### src/rtl/drive_pkg.sv
// Shared types and constants for the drive command layer.
// Drive codes map 1:1 onto the motor_driver speed/dir pins.
package drive_pkg;

  typedef enum logic [1:0] {
    COAST = 2'b00,
    FWD   = 2'b01,
    REV   = 2'b10,
    BRAKE = 2'b11
  } drive_t;

  typedef enum logic [1:0] {
    IDLE  = 2'd0,
    RUN   = 2'd1,
    ESTOP = 2'd2
  } ctrl_state_t;

  localparam logic [1:0] HDR_DRIVE   = 2'b01;
  localparam logic [7:0] BYTE_ESTOP  = 8'hC0;
  localparam logic [7:0] BYTE_RESUME = 8'hA5;

  function automatic logic is_dir(input drive_t d);
    return (d == FWD) || (d == REV);
  endfunction

  function automatic logic is_reversal(input drive_t req, input drive_t last);
    return ((req == FWD) && (last == REV)) || ((req == REV) && (last == FWD));
  endfunction

endpackage

### src/rtl/reversal_interlock.sv
// Per-motor FWD<->REV interlock: forces COAST for DEAD_CYCLES before a
// direction change reaches the motor. DEAD_CYCLES must be at least 1.
module reversal_interlock
  import drive_pkg::*;
#(
  parameter int DEAD_CYCLES = 1000
) (
  input  logic   clk,
  input  logic   reset,
  input  logic   load,
  input  drive_t req,
  input  logic   flush,
  output drive_t out
);

  localparam int CW = $clog2(DEAD_CYCLES + 1);

  logic [CW-1:0] dead_cnt;
  drive_t        pend;
  drive_t        last_dir;
  drive_t        nxt_pend;
  logic          in_dead;

  assign in_dead  = (dead_cnt != '0);
  assign nxt_pend = load ? req : pend;

  // last_dir survives flush: a coasting motor still remembers which way it last spun
  always_ff @(posedge clk) begin
    if (reset) begin
      out      <= COAST;
      pend     <= COAST;
      last_dir <= COAST;
      dead_cnt <= '0;
    end else if (flush) begin
      out      <= COAST;
      pend     <= COAST;
      dead_cnt <= '0;
    end else if (in_dead) begin
      if (load && !is_dir(req)) begin
        out      <= req;
        pend     <= COAST;
        dead_cnt <= '0;
      end else begin
        pend     <= nxt_pend;
        dead_cnt <= dead_cnt - 1'b1;
        if (dead_cnt == CW'(1)) begin
          out      <= nxt_pend;
          last_dir <= nxt_pend;
        end
      end
    end else if (load) begin
      if (is_reversal(req, last_dir)) begin
        out      <= COAST;
        pend     <= req;
        dead_cnt <= CW'(DEAD_CYCLES);
      end else begin
        out <= req;
        if (is_dir(req)) last_dir <= req;
      end
    end
  end

endmodule

### src/rtl/drive_cmd_ctrl.sv
// UART byte checker, e-stop/watchdog state machine and error counter,
// feeding one reversal interlock per motor (lane 1 = left, lane 0 = right).
module drive_cmd_ctrl
  import drive_pkg::*;
#(
  parameter int TIMEOUT     = 2_000_000,
  parameter int DEAD_CYCLES = 1000
) (
  input  logic       clk,
  input  logic       reset,
  input  logic [7:0] rx_data,
  input  logic       rx_valid,
  output logic [1:0] left_cmd,
  output logic [1:0] right_cmd,
  output logic [1:0] state,
  output logic [7:0] err_cnt
);

  localparam int NUM_LANES = 2;
  localparam int WW        = $clog2(TIMEOUT);

  ctrl_state_t cur_st, nxt_st;
  logic [WW-1:0] wd;
  logic          is_drv, is_est, is_res, acc, wd_hit, wd_exp, flush, rej;
  drive_t [NUM_LANES-1:0] mot_req;
  drive_t [NUM_LANES-1:0] mot_out;

  // drive byte: header 01, bit0 clear, even parity over [7:1]
  assign is_drv = rx_valid && (rx_data[7:6] == HDR_DRIVE) && !rx_data[0] && !(^rx_data[7:1]);
  assign is_est = rx_valid && (rx_data == BYTE_ESTOP);
  assign is_res = rx_valid && (rx_data == BYTE_RESUME);
  assign rej    = rx_valid && !is_drv && !is_est && !is_res;
  assign acc    = is_drv && (cur_st != ESTOP);
  assign wd_hit = (wd == WW'(TIMEOUT - 1));

  always_ff @(posedge clk) begin
    if (reset) cur_st <= IDLE;
    else       cur_st <= nxt_st;
  end

  always_comb begin
    nxt_st = cur_st;
    case (cur_st)
      IDLE:    if (is_est) nxt_st = ESTOP;
               else if (acc) nxt_st = RUN;
      RUN:     if (is_est) nxt_st = ESTOP;
               else if (wd_exp) nxt_st = IDLE;
      ESTOP:   if (is_res) nxt_st = IDLE;
      default: nxt_st = IDLE;
    endcase
  end

  // an accepted drive byte on the expiry cycle suppresses the timeout
  always_comb begin
    wd_exp = (cur_st == RUN) && wd_hit && !acc;
    flush  = is_est || wd_exp;
    state  = cur_st;
  end

  always_ff @(posedge clk) begin
    if (reset)                         wd <= '0;
    else if (acc)                      wd <= '0;
    else if (cur_st == RUN && !wd_hit) wd <= wd + 1'b1;
    else                               wd <= '0;
  end

  always_ff @(posedge clk) begin
    if (reset)                       err_cnt <= '0;
    else if (rej && err_cnt != 8'hFF) err_cnt <= err_cnt + 1'b1;
  end

  assign mot_req[1] = drive_t'(rx_data[5:4]);
  assign mot_req[0] = drive_t'(rx_data[3:2]);

  for (genvar i = 0; i < NUM_LANES; i++) begin : g_mot
    reversal_interlock #(.DEAD_CYCLES(DEAD_CYCLES)) u_ilk (
      .clk   (clk),
      .reset (reset),
      .load  (acc),
      .req   (mot_req[i]),
      .flush (flush),
      .out   (mot_out[i])
    );
  end

  assign left_cmd  = mot_out[1];
  assign right_cmd = mot_out[0];

endmodule
### config.mk
export PLATFORM = sky130hd
export DESIGN_NAME = drive_cmd_ctrl
export DESIGN_NICKNAME = d
export VERILOG_FILES = /design/src/rtl/drive_pkg.sv /design/src/rtl/reversal_interlock.sv /design/src/rtl/drive_cmd_ctrl.sv
export SDC_FILE = /design/constraint.sdc
export NUM_CORES = 1
export LEC_CHECK = 0
export BUFFER_PORTS_ARGS = -buffer_cell sky130_fd_sc_hd__buf_2
export CORE_MARGIN = 2
export CORE_UTILIZATION = 30
export DETAILED_ROUTE_END_ITERATION = 10
export GPL_ROUTABILITY_DRIVEN = 0
export PLACE_DENSITY = 0.43
export SYNTH_ARGS = -nofsm -noshare
export SYNTH_HDL_FRONTEND = slang
export SYNTH_SLANG_ARGS = --single-unit
### constraint.sdc
create_clock -name clk -period 3.85 [get_ports clk]
set_input_delay 0.77 -clock clk [delete_from_list [all_inputs] [get_ports clk]]
set_output_delay 0.77 -clock clk [all_outputs]
set_load 0.005 [all_outputs]
==> flow_metrics.env <==
export IMPL_status="complete, no violations"
export IMPL_critPathBufInv=1
export IMPL_first_pass_iters=4
export IMPL_synth_edf_count=0
export IMPL_ys_types=61
export IMPL_ios=25
export IMPL_required_ns=4.11
export IMPL_detail_route_antenna_nets=0
export IMPL_swShare_pct=35.5
export IMPL_crit_path_start_kind="input port"
export IMPL_cts_sinks=63
export IMPL_seq_area_um2=1260
export IMPL_r2r_start="g_mot[1].u_ilk.dead_cnt[1]$_SDFFE_PP0P_"
export IMPL_cts_tree="built"
export IMPL_vdd_drop_max_mv=0.331
export IMPL_synth_fp_nets=398
export IMPL_finalInstanceArea_um2=3760
export IMPL_worstMarginPinSlew_ns=0.961
export IMPL_track_usage_pct=14.0
export IMPL_fin_crit_ns=2.84
export IMPL_overflow=0
export IMPL_p_per_area_nw_per_um2=603
export IMPL_hold_viol=0
export IMPL_yosys_area_top_type="dfxtp_1"
export IMPL_grt_first_pass_wirelength_mm=12.6
export IMPL_final_fill_count=1137
export IMPL_crit_arrival_ns=3.11
export IMPL_clockPowerShare_pct=27.1
export IMPL_num_rows=38
export IMPL_syn_avg_cell_area_um2=8.79
export IMPL_postSynth_asyncResetShare_pct=0
export IMPL_dpl_cell_area_um2=3550
export IMPL_tns_ns=0
export IMPL_post_route_util_pct=34.9
export IMPL_min_from="wd[0]$_SDFF_PP0_"
export IMPL_dr_first_iter_drc_count=95
export IMPL_crit_family="compound AO/OA/AOI/OAI gates"
export IMPL_drive_gt1_share_pct=13.1
export IMPL_netlist_area_um2=3300
export IMPL_ys_seq_area_share_pct=38.3
export IMPL_holdPathStages=1
export IMPL_hold_ws_ns=0.447
export IMPL_critPathKind="input port to register"
export IMPL_p_comb_share_pct=35.2
export IMPL_path_cells="buf_2, xor3_1, xnor3_1, nand2b_1, a221oi_1, a21oi_1, a311oi_1"
export IMPL_htreeDepth=3
export IMPL_hp_class="register to register"
export IMPL_reg2reg_slack_ns=1.31
export IMPL_clk_pin_slew_ns=0.07
export IMPL_reg2reg_depth=7
export IMPL_finClkSkew_ns=0.0120
export IMPL_multi_input_area_um2=1940
export IMPL_setup_viol=0
export IMPL_cts_buffer_depth=2
export IMPL_fin_nets=424
export IMPL_hold_buffers=0
export IMPL_p_sw_uw=806
export IMPL_antenna_found_initial=0
export IMPL_worstPathMaxFanout=13
export IMPL_cp_slowest_stage_delay_ns=0.60
export IMPL_antenna_cells=0
export IMPL_synth_top_cell_area_share_pct=38.3
export IMPL_syn_inst=375
export IMPL_clock_latency_ns=0.36
export IMPL_fin_crit_sh_pct=73.9
export IMPL_synth_ff_type="dfxtp_1"
export IMPL_avgRoutedWirePerCell_um=13.7
export IMPL_die_area_um2=11800
export IMPL_grt_pass1_vias=2505
export IMPL_wl_mm=7.49
export IMPL_fp_dieW_um=109
export IMPL_hpwl_mm=5.56
export IMPL_drv_slew=0
export IMPL_synthTopCellsByArea="dfxtp_1 (38%), nor2_1 (7.2%), xor2_1 (5.3%)"
export IMPL_fp_dieH_um=109
export IMPL_io_buffers=24
export IMPL_min_to="wd[0]$_SDFF_PP0_"
export IMPL_rsz0062_at_grt="no"
export IMPL_p_seq_share_pct=37.7
export IMPL_start_util_pct=30.5
export IMPL_root_buffer="clkbuf_8"
export IMPL_ys_warnings_count=0
export IMPL_cellInternalPower_mw=1.46
export IMPL_drc_errors=0
export IMPL_cap_viol_max_count=0
export IMPL_num_vias=2658
export IMPL_r2r_end="g_mot[1].u_ilk.dead_cnt[3]$_SDFFE_PP0P_"
export IMPL_cts_buffers=9
export IMPL_timing_fmax_ghz=0.352
export IMPL_post_drt_via_cell_ratio=4.87
export IMPL_area_growth_pct=14.2
export IMPL_core_um2=10800
export IMPL_ys_ff_latch=63
export IMPL_cts_setup_buffers=0
export IMPL_grt_max_degree=19
export IMPL_cts_resized=0
export IMPL_cp_end_kind="register"
export IMPL_slew_headroom_pct=35.5
export IMPL_leakage_nw=1.47
export IMPL_critical_path_slowest_cell="a221oi_1"
==> how the worst max path moves through the flow <==
stage	slack, ns	cells after the start	end	start
2_1_floorplan	1.26	7	g_mot[0].u_ilk.out[1]$_SDFFE_PP0P_	rx_data[5]
6_report	1.01	7	g_mot[1].u_ilk.last_dir[1]$_SDFFE_PP0P_	rx_data[5]
4_1_cts	1.02	7	g_mot[1].u_ilk.last_dir[1]$_SDFFE_PP0P_	rx_data[5]
3_3_place_gp	0.70	7	g_mot[1].u_ilk.last_dir[0]$_SDFFE_PP0P_	rx_data[5]
5_1_grt	0.84	7	g_mot[1].u_ilk.last_dir[0]$_SDFFE_PP0P_	rx_data[5]
3_5_place_dp	0.66	7	g_mot[1].u_ilk.last_dir[0]$_SDFFE_PP0P_	rx_data[5]
==> flip-flops by register name (all words and copies together) (netlist names) <==
register              flops
wd                       21
err_cnt                   8
g_mot.u_ilk.pend          4
state                     2
g_mot.u_ilk.last_dir      4
g_mot.u_ilk.dead_cnt     20
g_mot.u_ilk.out           4
==> Yosys cell counts, types with 3 or more instances <==
master / instances
and3_1: 14
nand3b_1: 3
nand2_1: 22
nor4_1: 6
a32oi_1: 3
a311oi_1: 3
nand2b_1: 5
xor2_1: 20
nand4_1: 3
inv_1: 11
o21ai_0: 6
a211oi_1: 5
xnor2_1: 19
and4_1: 4
a21oi_1: 20
or3_1: 5
a31oi_1: 3
o31ai_1: 3
ha_1: 12
buf_2: 3
clkbuf_1: 7
nor2_1: 63
nand3_1: 17
dfxtp_1: 63
mux2i_1: 6
nor3_1: 7
==> per-layer routing <==
metal / global-route usage [%] / part of all wire [%] / vias to the layer above
met3: 5.08 / 4.3 / 7
met5: 0 / 0 / -
li1: - / - / 1390
met1: 18.0 / 49 / 1236
met4: 5.77 / 1.3 / 0
met2: 21.3 / 45 / 25
==> power by group through the flow <==
stage | clock network [mW] | logic, mW | registers, mW
after global placement | 0 | 0.807 | 0.869
after floorplan | 0 | 0.661 | 0.850
after global routing | 0.669 | 0.912 | 0.870
final | 0.616 | 0.798 | 0.855
after detailed placement | 0 | 0.799 | 0.870
after CTS | 0.640 | 0.806 | 0.855
==> cell type report <==
cell class	instances	area share, %
multi-input combinational	290	51.6
sequential	63	33.5
tap	140	4.66
clock buffer	13	4.49
timing repair buffer	26	3.59
inverter	11	1.10
clock inverter	3	1.06
==> per-stage QoR <==
stage,std cells,worst slack (ns),total power [mW]
floorplan,375,1.26,1.51
global placement,530,0.699,1.68
detailed placement,530,0.663,1.67
CTS,546,1.02,2.30
global route,546,0.836,2.45
finish,546,1.01,2.27
==> kinds of logic (layout without fill, tap and decap cells) <==
logic type	after synthesis	count (layout)	share of synthesized area, %
AOI/OAI and AO/OA	62	62	13.3
and+or+nand+nor	166	166	26.1
adders and majority gates	12	12	4.56
muxes	8	8	2.51
buffers and inverters	22	53	2.85
DFF	63	63	38.3
xor gates and xnor gates	42	42	12.5
==> placed cells by master, fill, tap and decap left out, types with 3 or more instances in the layout <==
master | netlist | final
a31oi_1 | 3 | 3
xor2_1 | 20 | 20
dfxtp_1 | 63 | 63
buf_2 | 3 | 24
clkbuf_8 | 0 | 12
nand2_1 | 22 | 22
mux2i_1 | 6 | 6
o21ai_0 | 6 | 6
nand4_1 | 3 | 3
nor4_1 | 6 | 6
and4_1 | 4 | 4
o31ai_1 | 3 | 3
xnor2_1 | 19 | 19
or3_1 | 5 | 5
nand3b_1 | 3 | 3
a211oi_1 | 5 | 5
a21oi_1 | 20 | 20
nand2b_1 | 5 | 5
and3_1 | 14 | 14
ha_1 | 12 | 12
nor2_1 | 63 | 63
nand3_1 | 17 | 17
a32oi_1 | 3 | 3
inv_1 | 11 | 11
nor3_1 | 7 | 7
a311oi_1 | 3 | 3
(Power assumes the default switching activity.)
